$ cat src/rtl/hash_check.sv
// Streaming hash checker: folds 40-bit beats into an order-sensitive 8-bit digest
// and compares it against an expected hash when the last beat of a frame arrives.
module hash_check #(
  parameter int IN_WIDTH  = 40,
  parameter int OUT_WIDTH = 8,
  parameter int MAX_BEATS = 16
) (
  input  logic                 clk,
  input  logic                 rst,
  input  logic                 in_valid_RnnH,
  output logic                 in_ready_RnnH,
  input  logic [IN_WIDTH-1:0]  in_data_RnnH,
  input  logic                 in_last_RnnH,
  input  logic [OUT_WIDTH-1:0] exp_hash_RnnH,
  input  logic [OUT_WIDTH-1:0] mask_RnnH,
  output logic                 res_valid_RnnH,
  input  logic                 res_ready_RnnH,
  output logic                 res_match_RnnH,
  output logic [OUT_WIDTH-1:0] res_hash_RnnH,
  output logic [15:0]          res_beats_RnnU,
  output logic                 res_ovf_RnnH,
  output logic [15:0]          pass_cnt_RnnU,
  output logic [15:0]          fail_cnt_RnnU
);

  localparam int             N_BYTES = IN_WIDTH / 8;
  localparam logic [15:0]    MAX_B   = 16'(MAX_BEATS);

  typedef enum logic [0:0] {
    ST_ACCUM  = 1'b0,
    ST_RESULT = 1'b1
  } state_t;

  state_t                r_state;
  state_t                w_state_next;
  logic [OUT_WIDTH-1:0]  r_acc;
  logic [15:0]           r_beats;
  logic                  r_ovf;
  logic                  r_res_match;
  logic [OUT_WIDTH-1:0]  r_res_hash;
  logic [15:0]           r_res_beats;
  logic                  r_res_ovf;
  logic [15:0]           r_pass_cnt;
  logic [15:0]           r_fail_cnt;

  logic                  w_accept;
  logic                  w_last_accept;
  logic [7:0]            w_pair [N_BYTES-1];
  logic [7:0]            w_d;
  logic [OUT_WIDTH-1:0]  w_acc_next;
  logic [15:0]           w_beats_next;
  logic                  w_ovf_next;
  logic                  w_match;

  // Full XOR tree over adjacent byte pairs; it reduces to byte0 ^ byte4.
  generate
    for (genvar gi = 0; gi < N_BYTES - 1; gi++) begin : g_pair
      assign w_pair[gi] = in_data_RnnH[8*gi +: 8] ^ in_data_RnnH[8*(gi+1) +: 8];
    end
  endgenerate

  assign w_d = (w_pair[0] ^ w_pair[1]) ^ (w_pair[2] ^ w_pair[3]);

  assign w_accept      = in_valid_RnnH & in_ready_RnnH;
  assign w_last_accept = w_accept & in_last_RnnH;
  assign w_acc_next    = {r_acc[OUT_WIDTH-2:0], r_acc[OUT_WIDTH-1]} ^ w_d;
  assign w_beats_next  = (&r_beats) ? r_beats : r_beats + 16'd1;
  assign w_ovf_next    = r_ovf | (w_beats_next > MAX_B);
  assign w_match       = (((w_acc_next ^ exp_hash_RnnH) & mask_RnnH) == '0) && !w_ovf_next;

  always_comb begin
    w_state_next   = r_state;
    in_ready_RnnH  = 1'b0;
    res_valid_RnnH = 1'b0;
    case (r_state)
      ST_ACCUM: begin
        in_ready_RnnH = 1'b1;
        if (w_last_accept) w_state_next = ST_RESULT;
      end
      ST_RESULT: begin
        res_valid_RnnH = 1'b1;
        if (res_ready_RnnH) w_state_next = ST_ACCUM;
      end
      default: w_state_next = ST_ACCUM;
    endcase
  end

  always_ff @(posedge clk) begin
    if (rst) r_state <= ST_ACCUM;
    else     r_state <= w_state_next;
  end

  always_ff @(posedge clk) begin
    if (rst) begin
      r_acc       <= '0;
      r_beats     <= '0;
      r_ovf       <= 1'b0;
      r_res_match <= 1'b0;
      r_res_hash  <= '0;
      r_res_beats <= '0;
      r_res_ovf   <= 1'b0;
      r_pass_cnt  <= '0;
      r_fail_cnt  <= '0;
    end else if (w_last_accept) begin
      r_acc       <= '0;
      r_beats     <= '0;
      r_ovf       <= 1'b0;
      r_res_match <= w_match;
      r_res_hash  <= w_acc_next;
      r_res_beats <= w_beats_next;
      r_res_ovf   <= w_ovf_next;
      if (w_match) r_pass_cnt <= (&r_pass_cnt) ? r_pass_cnt : r_pass_cnt + 16'd1;
      else         r_fail_cnt <= (&r_fail_cnt) ? r_fail_cnt : r_fail_cnt + 16'd1;
    end else if (w_accept) begin
      r_acc   <= w_acc_next;
      r_beats <= w_beats_next;
      r_ovf   <= w_ovf_next;
    end
  end

  assign res_match_RnnH = r_res_match;
  assign res_hash_RnnH  = r_res_hash;
  assign res_beats_RnnU = r_res_beats;
  assign res_ovf_RnnH   = r_res_ovf;
  assign pass_cnt_RnnU  = r_pass_cnt;
  assign fail_cnt_RnnU  = r_fail_cnt;

endmodule

$ cat config.mk
export PLATFORM = sky130hd
export DESIGN_NAME = hash_check
export DESIGN_NICKNAME = d
export VERILOG_FILES = /design/src/rtl/hash_check.sv
export SDC_FILE = /design/constraint.sdc
export NUM_CORES = 1
export LEC_CHECK = 0
export CAP_MARGIN = 0
export CORE_ASPECT_RATIO = 1.2
export CORE_MARGIN = 4
export CORE_UTILIZATION = 49
export DETAILED_ROUTE_END_ITERATION = 8
export PLACE_DENSITY = 0.85
export SYNTH_ARGS = -nofsm -noshare
export SYNTH_HDL_FRONTEND = slang
export SYNTH_SLANG_ARGS = --single-unit
$ cat constraint.sdc
create_clock -name clk -period 4.05 [get_ports clk]
set_clock_uncertainty 0.15 [all_clocks]
set_input_delay 0.405 -clock clk [delete_from_list [all_inputs] [get_ports clk]]
set_output_delay 0.405 -clock clk [all_outputs]
set_load 0.005 [all_outputs]
==> flow_summary.toml <==
[outcome]
status = "finished clean"

[placed_design]
placement.cell_area_um2 = 5430
gp_congestion = 0.851
io_buffers = 96
dpl.hpwl_um = 8610

[yosys]
synth_seq_cells = 84
yosys-top-cells-area = "dfxtp_1, a21oi_1, nand2_1"
synth_top_flop_cell = "dfxtp_1"
synth.yosys.seq_area_share = 0.381
synth.avg_cell_area_um2 = 8.00
syn-num-nets = 616
synth_top_cell_area_share = 0.381
synth_top_cell_by_area = "dfxtp_1"
synth_cell_types = 59
ys_async_sr_fraction = 0
yosys_warnings = 0
syn_inst = 552
synth_edf_count = 0
syn_area_um2 = 4410

[critical_path]
critPathSlowestCell = "nor4b_2"
worstPathArrival_ps = 3910
critical_path.cell_chain = "ha_2 -> nand4_1 -> nor4_1 -> mux2_2 -> nor4_1 -> nand3_1 -> nor4b_2 -> nand3_1 -> mux2_2"
timing.rr.start = "r_beats[1]"
path_max_fanout = 10
critPathMaxStageDelay_ps = 540
endpoint_kind = "flip-flop"
crit_type = "flip-flop to flip-flop"
startpoint = "r_beats[1]"
worstPathRequired_ps = 4160
cp-start-kind = "flip-flop"

[global_route]
antenna_found_initial = 0
grt_max_degree = 62
grt_pass1_wl_um = 19600
overflow = 0
grtUsageTotal = 0.230
first_global_vias = 4264

[route]
drt-initial-drc-count = 206
vias = 4365
ant_nets = 0
wl_per_cell_um = 15.9
drtPass1Iterations = 5
routed_wl_um = 12000
viasPerCell = 5.77
drc_errors = 0

[sta]
fin_crit_sh = 0.940
worst_slew_pin_slew_ps = 1020
rsz0062_at_grt = "no"
finalMaxSlewViolations = 0
relSlewSlack = 0.323
whs_ps = 311
setup_viol = 0
hold_viol_final = 0
max_freq_mhz = 263
timing.setup.tns_ps = 0
fin_crit_ps = 3810

[final_layout]
final_cell_mix = "clkdlybuf4s50_1, dfxtp_1, nand2_1"
n_antenna_cell = 0
fin_nets = 700
syn2layout_area_growth_pct = 28.2
n_fill_cell = 755
mostFrequentLayoutCell = "clkdlybuf4s50_1"
stdcell_area_um2 = 5660
drive_above_1_share = 0.0641

[power_and_ir_drop]
p_total_mw = 1.65
pwr-share-seq = 0.524
combinationalPowerShare = 0.155
switching_share = 0.265
leakage_nw = 1.84
power.internal_mw = 1.21
powerDensity_nw_per_um2 = 292
p_clk_frac = 0.321
p_sw_mw = 0.438
worst_ir_drop_vdd_mv = 0.176

[clocking]
cts_tree = "done"
clk_pin_slew_ps = 80
clkLatencyLatePin_ps = 370
cts-buffers-inserted = 9
cts_sinks = 84
cts_max_level = 3
clock-root-buffer = "clkbuf_8"
cts_hold_buf = 0
clk_path_buf_depth = 2

[hold_path]
hold_start = "res_hash_RnnH[6]"
worstHoldPathType = "flip-flop to flip-flop"

[floorplanning]
initial_core_util = 0.507
die_x_um = 94.6
die_h_um = 112
fp-row-count = 37
coreArea_um2 = 8700
ios = 121
dieArea_um2 = 10600

[run]
cap_violations = 0
-- sequential cells by signal (all words and copies together), names as in the netlist --
name / count
fail_cnt_RnnU: 16
res_ovf_RnnH: 1
r_state: 1
r_beats: 16
res_hash_RnnH: 8
res_match_RnnH: 1
r_acc: 8
r_ovf: 1
pass_cnt_RnnU: 16
res_beats_RnnU: 16
-- what timing repair did --
item | CTS | global route
buffers inserted | 0 | 5
endpoints found under the setup margin | 0 | 14
gates resized for setup | 0 | 2
-- routing by layer --
layer / track usage / vias to the layer above / share of wire
li1: - / 2140 / -
met1: 0.253 / 2050 / 0.39
met2: 0.411 / 142 / 0.53
met3: 0.0324 / 33 / 0.050
met4: 0.131 / 0 / 0.039
met5: 0 / - / 0
-- final timing paths --
kind	end	slack, ps	cells past startpoint
worst max-delay path	pass_cnt_RnnU[14]	240	9
worst max register to register	pass_cnt_RnnU[14]	240	9
worst min-delay path	res_hash_RnnH[6]	310	2
worst min register to register	res_hash_RnnH[6]	310	2
-- per-stage QoR --
step,util,std cells,setup WS [ps]
6_report,0.650,757,245
2_1_floorplan,-,552,865
4_1_cts,0.642,751,288
3_3_place_gp,0.624,736,468
3_5_place_dp,0.624,736,302
5_1_grt,0.650,757,25.0
-- layout make-up --
cell class	instances	area, um2	area share
Tap cell	117	146	0.0259
Clock inverter	1	8.76	0.00155
Clock buffer	14	153	0.0270
Multi-Input combinational cell	418	2550	0.451
Inverter	15	56.3	0.00995
Sequential cell	84	1680	0.297
Timing Repair Buffer	108	1060	0.187
-- cell families (layout without fill, tap and decap cells) --
family	after synthesis	in the layout	synth area share
simple gates	237	238	0.282
compound gates	123	123	0.164
flops	84	84	0.381
buf+inv	51	138	0.0471
xor+xnor	42	42	0.0887
mux	12	12	0.0286
fa+ha+maj	3	3	0.00850
-- power by group through the flow --
| stage | clock network, mW | logic [mW] | registers [mW] |
|---|---|---|---|
| after floorplan | 0 | 0.142 | 0.884 |
| after global placement | 0 | 0.242 | 0.884 |
| after detailed placement | 0 | 0.251 | 0.885 |
| after CTS | 0.537 | 0.253 | 0.866 |
| after global routing | 0.574 | 0.279 | 0.870 |
| final | 0.531 | 0.256 | 0.866 |
-- cell usage after synthesis, drive strengths merged (2+ instances only) --
cell type,n
nand2b,3
buf,9
ha,3
a21oi,62
xor2,12
nand4,13
or4,10
a31oi,2
or3,25
o21ai,27
nand2,73
nor2b,2
a211oi,9
and3,6
xnor2,29
and2,3
nor4,7
nand3,29
and4,5
inv,15
o211ai,2
nor4b,4
nor2,44
clkbuf,27
o31ai,8
mux2i,7
dfxtp,84
nor3,5
or4b,2
mux2,5
-- critical path: cells and delay by family (launching register included) --
kind	cells	cell delay [ps]
multiplexers	2	690
AND/OR/NAND/NOR	6	2060
flip-flops	1	470
adder cells (fa/ha/maj)	1	340
Power figures use the tool's default switching activity.
